File: config.mk
export PLATFORM = sky130hd
export DESIGN_NAME = alu_result_serializer
export DESIGN_NICKNAME = d
export VERILOG_FILES = /design/src/rtl/alu_pkg.sv /design/src/rtl/result_fifo.sv /design/src/rtl/alu_result_serializer.sv
export SDC_FILE = /design/constraint.sdc
export NUM_CORES = 1
export LEC_CHECK = 0
export CAP_MARGIN = 25
export CELL_PAD_IN_SITES_DETAIL_PLACEMENT = 1
export CELL_PAD_IN_SITES_GLOBAL_PLACEMENT = 1
export CORE_MARGIN = 2
export CORE_UTILIZATION = 50
export DETAILED_ROUTE_END_ITERATION = 12
export HOLD_SLACK_MARGIN = 0.02
export PLACE_DENSITY = 0.91
export SYNTH_ARGS = -nofsm -noshare
export SYNTH_HDL_FRONTEND = slang
export SYNTH_HIERARCHICAL = 1
export SYNTH_SLANG_ARGS = --single-unit
File: constraint.sdc
create_clock -name clk -period 2.68 [get_ports clk]
set_input_delay 0.268 -clock clk [delete_from_list [all_inputs] [get_ports clk]]
set_output_delay 0.268 -clock clk [all_outputs]
set_load 0.05 [all_outputs]
File: src/rtl/alu_pkg.sv
// Shared ALU definitions: default widths, opcode encodings, beat indices
// and the status-word packing helper used by the result serializer.
package alu_pkg;

  localparam int DATA_W = 32;
  localparam int OUT_W  = 16;
  localparam int OP_W   = 6;

  // Opcode encodings produced by the ALU.
  localparam logic [5:0] OP_ADD   = 6'b000000;
  localparam logic [5:0] OP_SUB   = 6'b000001;
  localparam logic [5:0] OP_AND   = 6'b000010;
  localparam logic [5:0] OP_OR    = 6'b000011;
  localparam logic [5:0] OP_XOR   = 6'b000100;
  localparam logic [5:0] OP_SLL   = 6'b000101;
  localparam logic [5:0] OP_SRL   = 6'b000110;
  localparam logic [5:0] OP_SRA   = 6'b000111;
  localparam logic [5:0] OP_SLT   = 6'b001000;
  localparam logic [5:0] OP_SLTU  = 6'b001001;
  localparam logic [5:0] OP_ADDI  = 6'b001010;
  localparam logic [5:0] OP_ANDI  = 6'b001011;
  localparam logic [5:0] OP_ORI   = 6'b001100;
  localparam logic [5:0] OP_XORI  = 6'b001101;
  localparam logic [5:0] OP_SLTI  = 6'b001110;
  localparam logic [5:0] OP_SLTIU = 6'b001111;
  localparam logic [5:0] OP_SLLI  = 6'b010000;
  localparam logic [5:0] OP_SRLI  = 6'b010001;

  // Beat index within one serialized entry.
  localparam logic [1:0] BEAT_LO   = 2'd0;
  localparam logic [1:0] BEAT_HI   = 2'd1;
  localparam logic [1:0] BEAT_STAT = 2'd2;

  // Status beat layout: {2'b00, op, 5'b0, neg, zero, carry}.
  function automatic logic [15:0] status_word(input logic [5:0]  op,
                                              input logic        carry,
                                              input logic [31:0] result);
    logic neg;
    logic zero;
    neg  = result[31];
    zero = (result == 32'h0000_0000);
    return {2'b00, op, 5'b00000, neg, zero, carry};
  endfunction

endpackage

File: src/rtl/result_fifo.sv
// Synchronous FIFO holding packed {op, carry, result} entries.
// Pointers wrap explicitly at DEPTH-1 so any DEPTH >= 2 works.
module result_fifo #(
  parameter int WIDTH = 39,
  parameter int DEPTH = 4
) (
  input  logic                       clk,
  input  logic                       rst,
  input  logic                       push_i,
  input  logic                       pop_i,
  input  logic [WIDTH-1:0]           wr_data_i,
  output logic [WIDTH-1:0]           rd_data_o,
  output logic [$clog2(DEPTH+1)-1:0] count_o,
  output logic                       full_o,
  output logic                       empty_o
);

  localparam int CNT_W = $clog2(DEPTH + 1);
  localparam int PTR_W = (DEPTH > 1) ? $clog2(DEPTH) : 1;
  localparam logic [PTR_W-1:0] PTR_LAST = PTR_W'(DEPTH - 1);
  localparam logic [CNT_W-1:0] CNT_FULL = CNT_W'(DEPTH);

  logic [WIDTH-1:0] mem_q [DEPTH];
  logic [PTR_W-1:0] wr_ptr_q, wr_ptr_d;
  logic [PTR_W-1:0] rd_ptr_q, rd_ptr_d;
  logic [CNT_W-1:0] count_q, count_d;

  assign full_o    = (count_q == CNT_FULL);
  assign empty_o   = (count_q == {CNT_W{1'b0}});
  assign count_o   = count_q;
  assign rd_data_o = mem_q[rd_ptr_q];

  // Next-state for pointers and occupancy; simultaneous push/pop keeps count.
  always_comb begin
    wr_ptr_d = wr_ptr_q;
    rd_ptr_d = rd_ptr_q;
    count_d  = count_q;
    if (push_i) begin
      wr_ptr_d = (wr_ptr_q == PTR_LAST) ? {PTR_W{1'b0}} : wr_ptr_q + PTR_W'(1);
    end else begin
      wr_ptr_d = wr_ptr_q;
    end
    if (pop_i) begin
      rd_ptr_d = (rd_ptr_q == PTR_LAST) ? {PTR_W{1'b0}} : rd_ptr_q + PTR_W'(1);
    end else begin
      rd_ptr_d = rd_ptr_q;
    end
    case ({push_i, pop_i})
      2'b10:   count_d = count_q + CNT_W'(1);
      2'b01:   count_d = count_q - CNT_W'(1);
      default: count_d = count_q;
    endcase
  end

  // Pointer and occupancy registers, cleared by synchronous reset.
  always_ff @(posedge clk) begin
    if (rst) begin
      wr_ptr_q <= {PTR_W{1'b0}};
      rd_ptr_q <= {PTR_W{1'b0}};
      count_q  <= {CNT_W{1'b0}};
    end else begin
      wr_ptr_q <= wr_ptr_d;
      rd_ptr_q <= rd_ptr_d;
      count_q  <= count_d;
    end
  end

  // Entry storage; contents are only observed while count is non-zero.
  always_ff @(posedge clk) begin
    if (push_i) begin
      mem_q[wr_ptr_q] <= wr_data_i;
    end
  end

endmodule

File: src/rtl/alu_result_serializer.sv
// ALU result serializer: buffers ALU results and streams each one as
// OUT_W-bit beats (low half, high half) over a valid/ready handshake.
// Optional feature macro STATUS_BEAT_EN adds a third status beat per entry
// carrying {2'b00, op, 5'b0, neg, zero, carry}.
module alu_result_serializer
  import alu_pkg::*;
#(
  parameter int DATA_W = alu_pkg::DATA_W,
  parameter int OUT_W  = alu_pkg::OUT_W,
  parameter int OP_W   = alu_pkg::OP_W,
  parameter int DEPTH  = 4
) (
  input  logic                       clk,
  input  logic                       rst,
  input  logic                       in_valid,
  output logic                       in_ready,
  input  logic [DATA_W-1:0]          in_result,
  input  logic                       in_carry,
  input  logic [OP_W-1:0]            in_op,
  output logic                       out_valid,
  input  logic                       out_ready,
  output logic [OUT_W-1:0]           out_data,
  output logic                       out_carry,
  output logic                       out_last,
  output logic [$clog2(DEPTH+1)-1:0] count
);

  localparam int ENTRY_W = OP_W + 1 + DATA_W;
`ifdef STATUS_BEAT_EN
  localparam logic [1:0] LAST_BEAT = BEAT_STAT;
`else
  localparam logic [1:0] LAST_BEAT = BEAT_HI;
`endif

  logic [ENTRY_W-1:0] wr_entry_s;
  logic [ENTRY_W-1:0] head_s;
  logic [OP_W-1:0]    head_op_s;
  logic               head_carry_s;
  logic [DATA_W-1:0]  head_result_s;
  logic               fifo_full_s;
  logic               fifo_empty_s;
  logic               push_s;
  logic               pop_s;
  logic               beat_fire_s;
  logic               is_last_s;
  logic [1:0]         beat_q, beat_d;

  assign wr_entry_s    = {in_op, in_carry, in_result};
  assign head_op_s     = head_s[ENTRY_W-1 -: OP_W];
  assign head_carry_s  = head_s[DATA_W];
  assign head_result_s = head_s[DATA_W-1:0];

  // Handshake qualifiers derive from registered occupancy only (no ready bypass).
  assign in_ready    = !fifo_full_s;
  assign out_valid   = !fifo_empty_s;
  assign push_s      = in_valid && in_ready;
  assign beat_fire_s = out_valid && out_ready;
  assign is_last_s   = (beat_q == LAST_BEAT);
  assign pop_s       = beat_fire_s && is_last_s;

  result_fifo #(
    .WIDTH (ENTRY_W),
    .DEPTH (DEPTH)
  ) u_fifo (
    .clk       (clk),
    .rst       (rst),
    .push_i    (push_s),
    .pop_i     (pop_s),
    .wr_data_i (wr_entry_s),
    .rd_data_o (head_s),
    .count_o   (count),
    .full_o    (fifo_full_s),
    .empty_o   (fifo_empty_s)
  );

  // Beat index advances on each accepted beat and wraps after the last one.
  always_comb begin
    beat_d = beat_q;
    if (beat_fire_s) begin
      if (is_last_s) begin
        beat_d = BEAT_LO;
      end else begin
        beat_d = beat_q + 2'd1;
      end
    end else begin
      beat_d = beat_q;
    end
  end

  // Beat index register; reset discards any partly sent entry.
  always_ff @(posedge clk) begin
    if (rst) begin
      beat_q <= BEAT_LO;
    end else begin
      beat_q <= beat_d;
    end
  end

`ifndef STATUS_BEAT_EN
  // The opcode is only consumed by the status beat.
  logic unused_op_s;
  assign unused_op_s = ^head_op_s;
`endif

  // Output mux: head entry's current beat, all-zero while empty.
  always_comb begin
    out_data  = {OUT_W{1'b0}};
    out_carry = 1'b0;
    out_last  = 1'b0;
    if (!fifo_empty_s) begin
      out_carry = head_carry_s;
      out_last  = is_last_s;
      case (beat_q)
        BEAT_LO: out_data = head_result_s[OUT_W-1:0];
        BEAT_HI: out_data = head_result_s[DATA_W-1:OUT_W];
`ifdef STATUS_BEAT_EN
        BEAT_STAT: out_data = status_word(head_op_s, head_carry_s, head_result_s);
`endif
        default: out_data = {OUT_W{1'b0}};
      endcase
    end else begin
      out_data  = {OUT_W{1'b0}};
      out_carry = 1'b0;
      out_last  = 1'b0;
    end
  end

endmodule
==> reports/results.tsv <==
metric	value	unit
status	completed	
CP startpoint kind	register	
Power Dens Cells	808	nW/µm²
area delta synth->final	25.5	%
largest net degree at the start of global routing	31	
Fill cells	917	
chip width	110	µm
required time worst endpoint	3.11	ns
vias in the first global route	3139	
placer congestion estimate	0.748	
worst setup path startpoint	u_fifo/count_o[2]	
Clock transition at path regs	0.06	ns
H-Tree Depth	4	
Util after Layout	64.8	%
Max Freq	403	MHz
postcts setup bufs	0	
hold buffers post-CTS	0	
vias per cell	5.51	
Mapped Cells	273	
Die Y	110	µm
CP Capture Type	register	
CTS tree	built	
first-pass GRT wire length	17700	µm
Worst-Margin Slew	0.525	ns
n_diodes	0	
cells along the critical path	nor3_1, or2_1, nor2_1, ha_1, inv_1, fa_1, xor2_1, or3_1, a21oi_1	
total gr overflow	0	
register-to-register setup slack	0.20	ns
Resize count post-CTS	0	
All-Layer GR Usage	21.2	%
Setup-failing EPs final	0	
Residual DRC	0	
Cell Rows	38	
maximum VDD drop	0.573	mV
1st-iter DRT viols	155	
number of routed nets with antenna violations	0	
CP max stage cell	dfxtp_1	
Max Slew Vio Count	0	
yosys warns	6	
Root Driver	clkbuf_8	
Static Leak	2.34	nW
worst hold start	in_result[3]	
Worst-Skew Late Latency	0.52	ns
critical path's top delay family	simple AND/OR/NAND/NOR gates	
RSZ-0062 raised after global routing	false	
Tmin final	2.48	ns
die area	12100	µm²
Core Region	10900	µm²
Num CTS Buffers	17	
Max-slew headroom	64.9	%
CP arrival	2.91	ns
PortBufs	59	
Fin Clk Skew	0.00501	ns
HP Class	in2reg	
worst r2r src	u_fifo/count_o[2]	
Post-Syn Area	5620	µm²
critical path class	reg2reg	
clk sinks	143	
CP max FO	5	
Routed WL per cell	22.6	µm
max_cap viols	0	
Max Root-Sink Buffers	2	
period utilization	92.6	%
Mapped Nets	323	
effective utilization at floorplan	51.7	%
HPWL after detailed placement	7080	µm
Fin. Hold Viols	0	
fin nets	403	
syn avg cell area	20.6	µm²
num ports	66	
initial antenna violation count	0	
Post-Route WL	11400	µm
largest stage delay on the critical path	0.39	ns
setup TNS	0	ns
drt first pass iters	4	
DR vias	2789	
WP buf/inv	1	
layout cells sized above 1	31.1	%
## metrics by stage
step	hold slack (ns)	std cells	instance area (µm²)	power [mW]	setup WS [ns]
floorplan	0.337	273	5620	3.12	0.0343
global placement	0.432	474	6470	3.41	0.291
detailed placement	0.445	474	6470	3.45	0.192
CTS	0.361	506	7060	5.76	0.189
global route	0.392	506	7060	5.87	0.00901
finish	0.385	506	7060	5.70	0.199
## final timing paths
check | to | cells past startpoint
worst max-delay path | u_fifo/count_o[2] | 9
worst min-delay path | u_fifo/mem_q[3][3] | 1
worst max register to register | u_fifo/count_o[2] | 9
worst min register to register | beat_q[1] | 2
## layout make-up
type	count	area, µm²	share of cell area [%]
flip-flops and latches	143	4190	59.3
multi-input cells	108	1310	18.5
repair buffers	73	763	10.8
clock inverters	13	164	2.32
inverters	10	37.5	0.532
well taps	140	175	2.48
clock buffers	19	422	5.98
## worst reg2reg max path: stages, from the launching register on
cell and delay, ns:
dfxtp_1 0.39, nor3_1 0.10, or2_1 0.24, nor2_1 0.32, ha_1 0.27, inv_1 0.06, fa_1 0.38, xor2_1 0.16
or3_1 0.30, a21oi_1 0.17
## state kept, by name, summed over array words and instances (netlist names), named ones only
signal	count
u_fifo/wr_ptr_q	2
u_fifo/mem_q	132
u_fifo/count_o	3
beat_q	2
u_fifo/rd_ptr_q	2
## routing by layer
layer / vias up / routed length [µm] / global-route usage (%) / share of wire [%]
met1: 1449 / 4470 / 25.7 / 39
met4: 0 / 157 / 7.41 / 1.4
met2: 76 / 6330 / 36.9 / 55
met3: 17 / 472 / 5.41 / 4.1
met5: - / 0 / 0 / 0
li1: 1247 / - / - / -
## layout by cell type, fill, tap and decap left out, types with 3 or more instances in the layout
| cell type | count |
|---|---|
| clkdlybuf4s50_1 | 41 |
| nor2_1 | 15 |
| dfxtp_1 | 9 |
| clkinvlp_4 | 5 |
| mux2i_1 | 18 |
| mux4_2 | 33 |
| buf_4 | 23 |
| ha_1 | 6 |
| a21oi_1 | 4 |
| clkbuf_16 | 16 |
| and2_2 | 4 |
| inv_1 | 10 |
| edfxtp_1 | 132 |
| bufinv_16 | 3 |
| nor2_2 | 10 |
| buf_12 | 9 |
## where the power goes
group | total (mW) | internal [mW] | leakage [nW] | switching [mW]
clock | 2.31 | 1.42 | 0.271 | 0.888
sequential | 2.58 | 2.54 | 1.30 | 0.0323
combinational | 0.817 | 0.329 | 0.763 | 0.487
(Power assumes the default switching activity.)
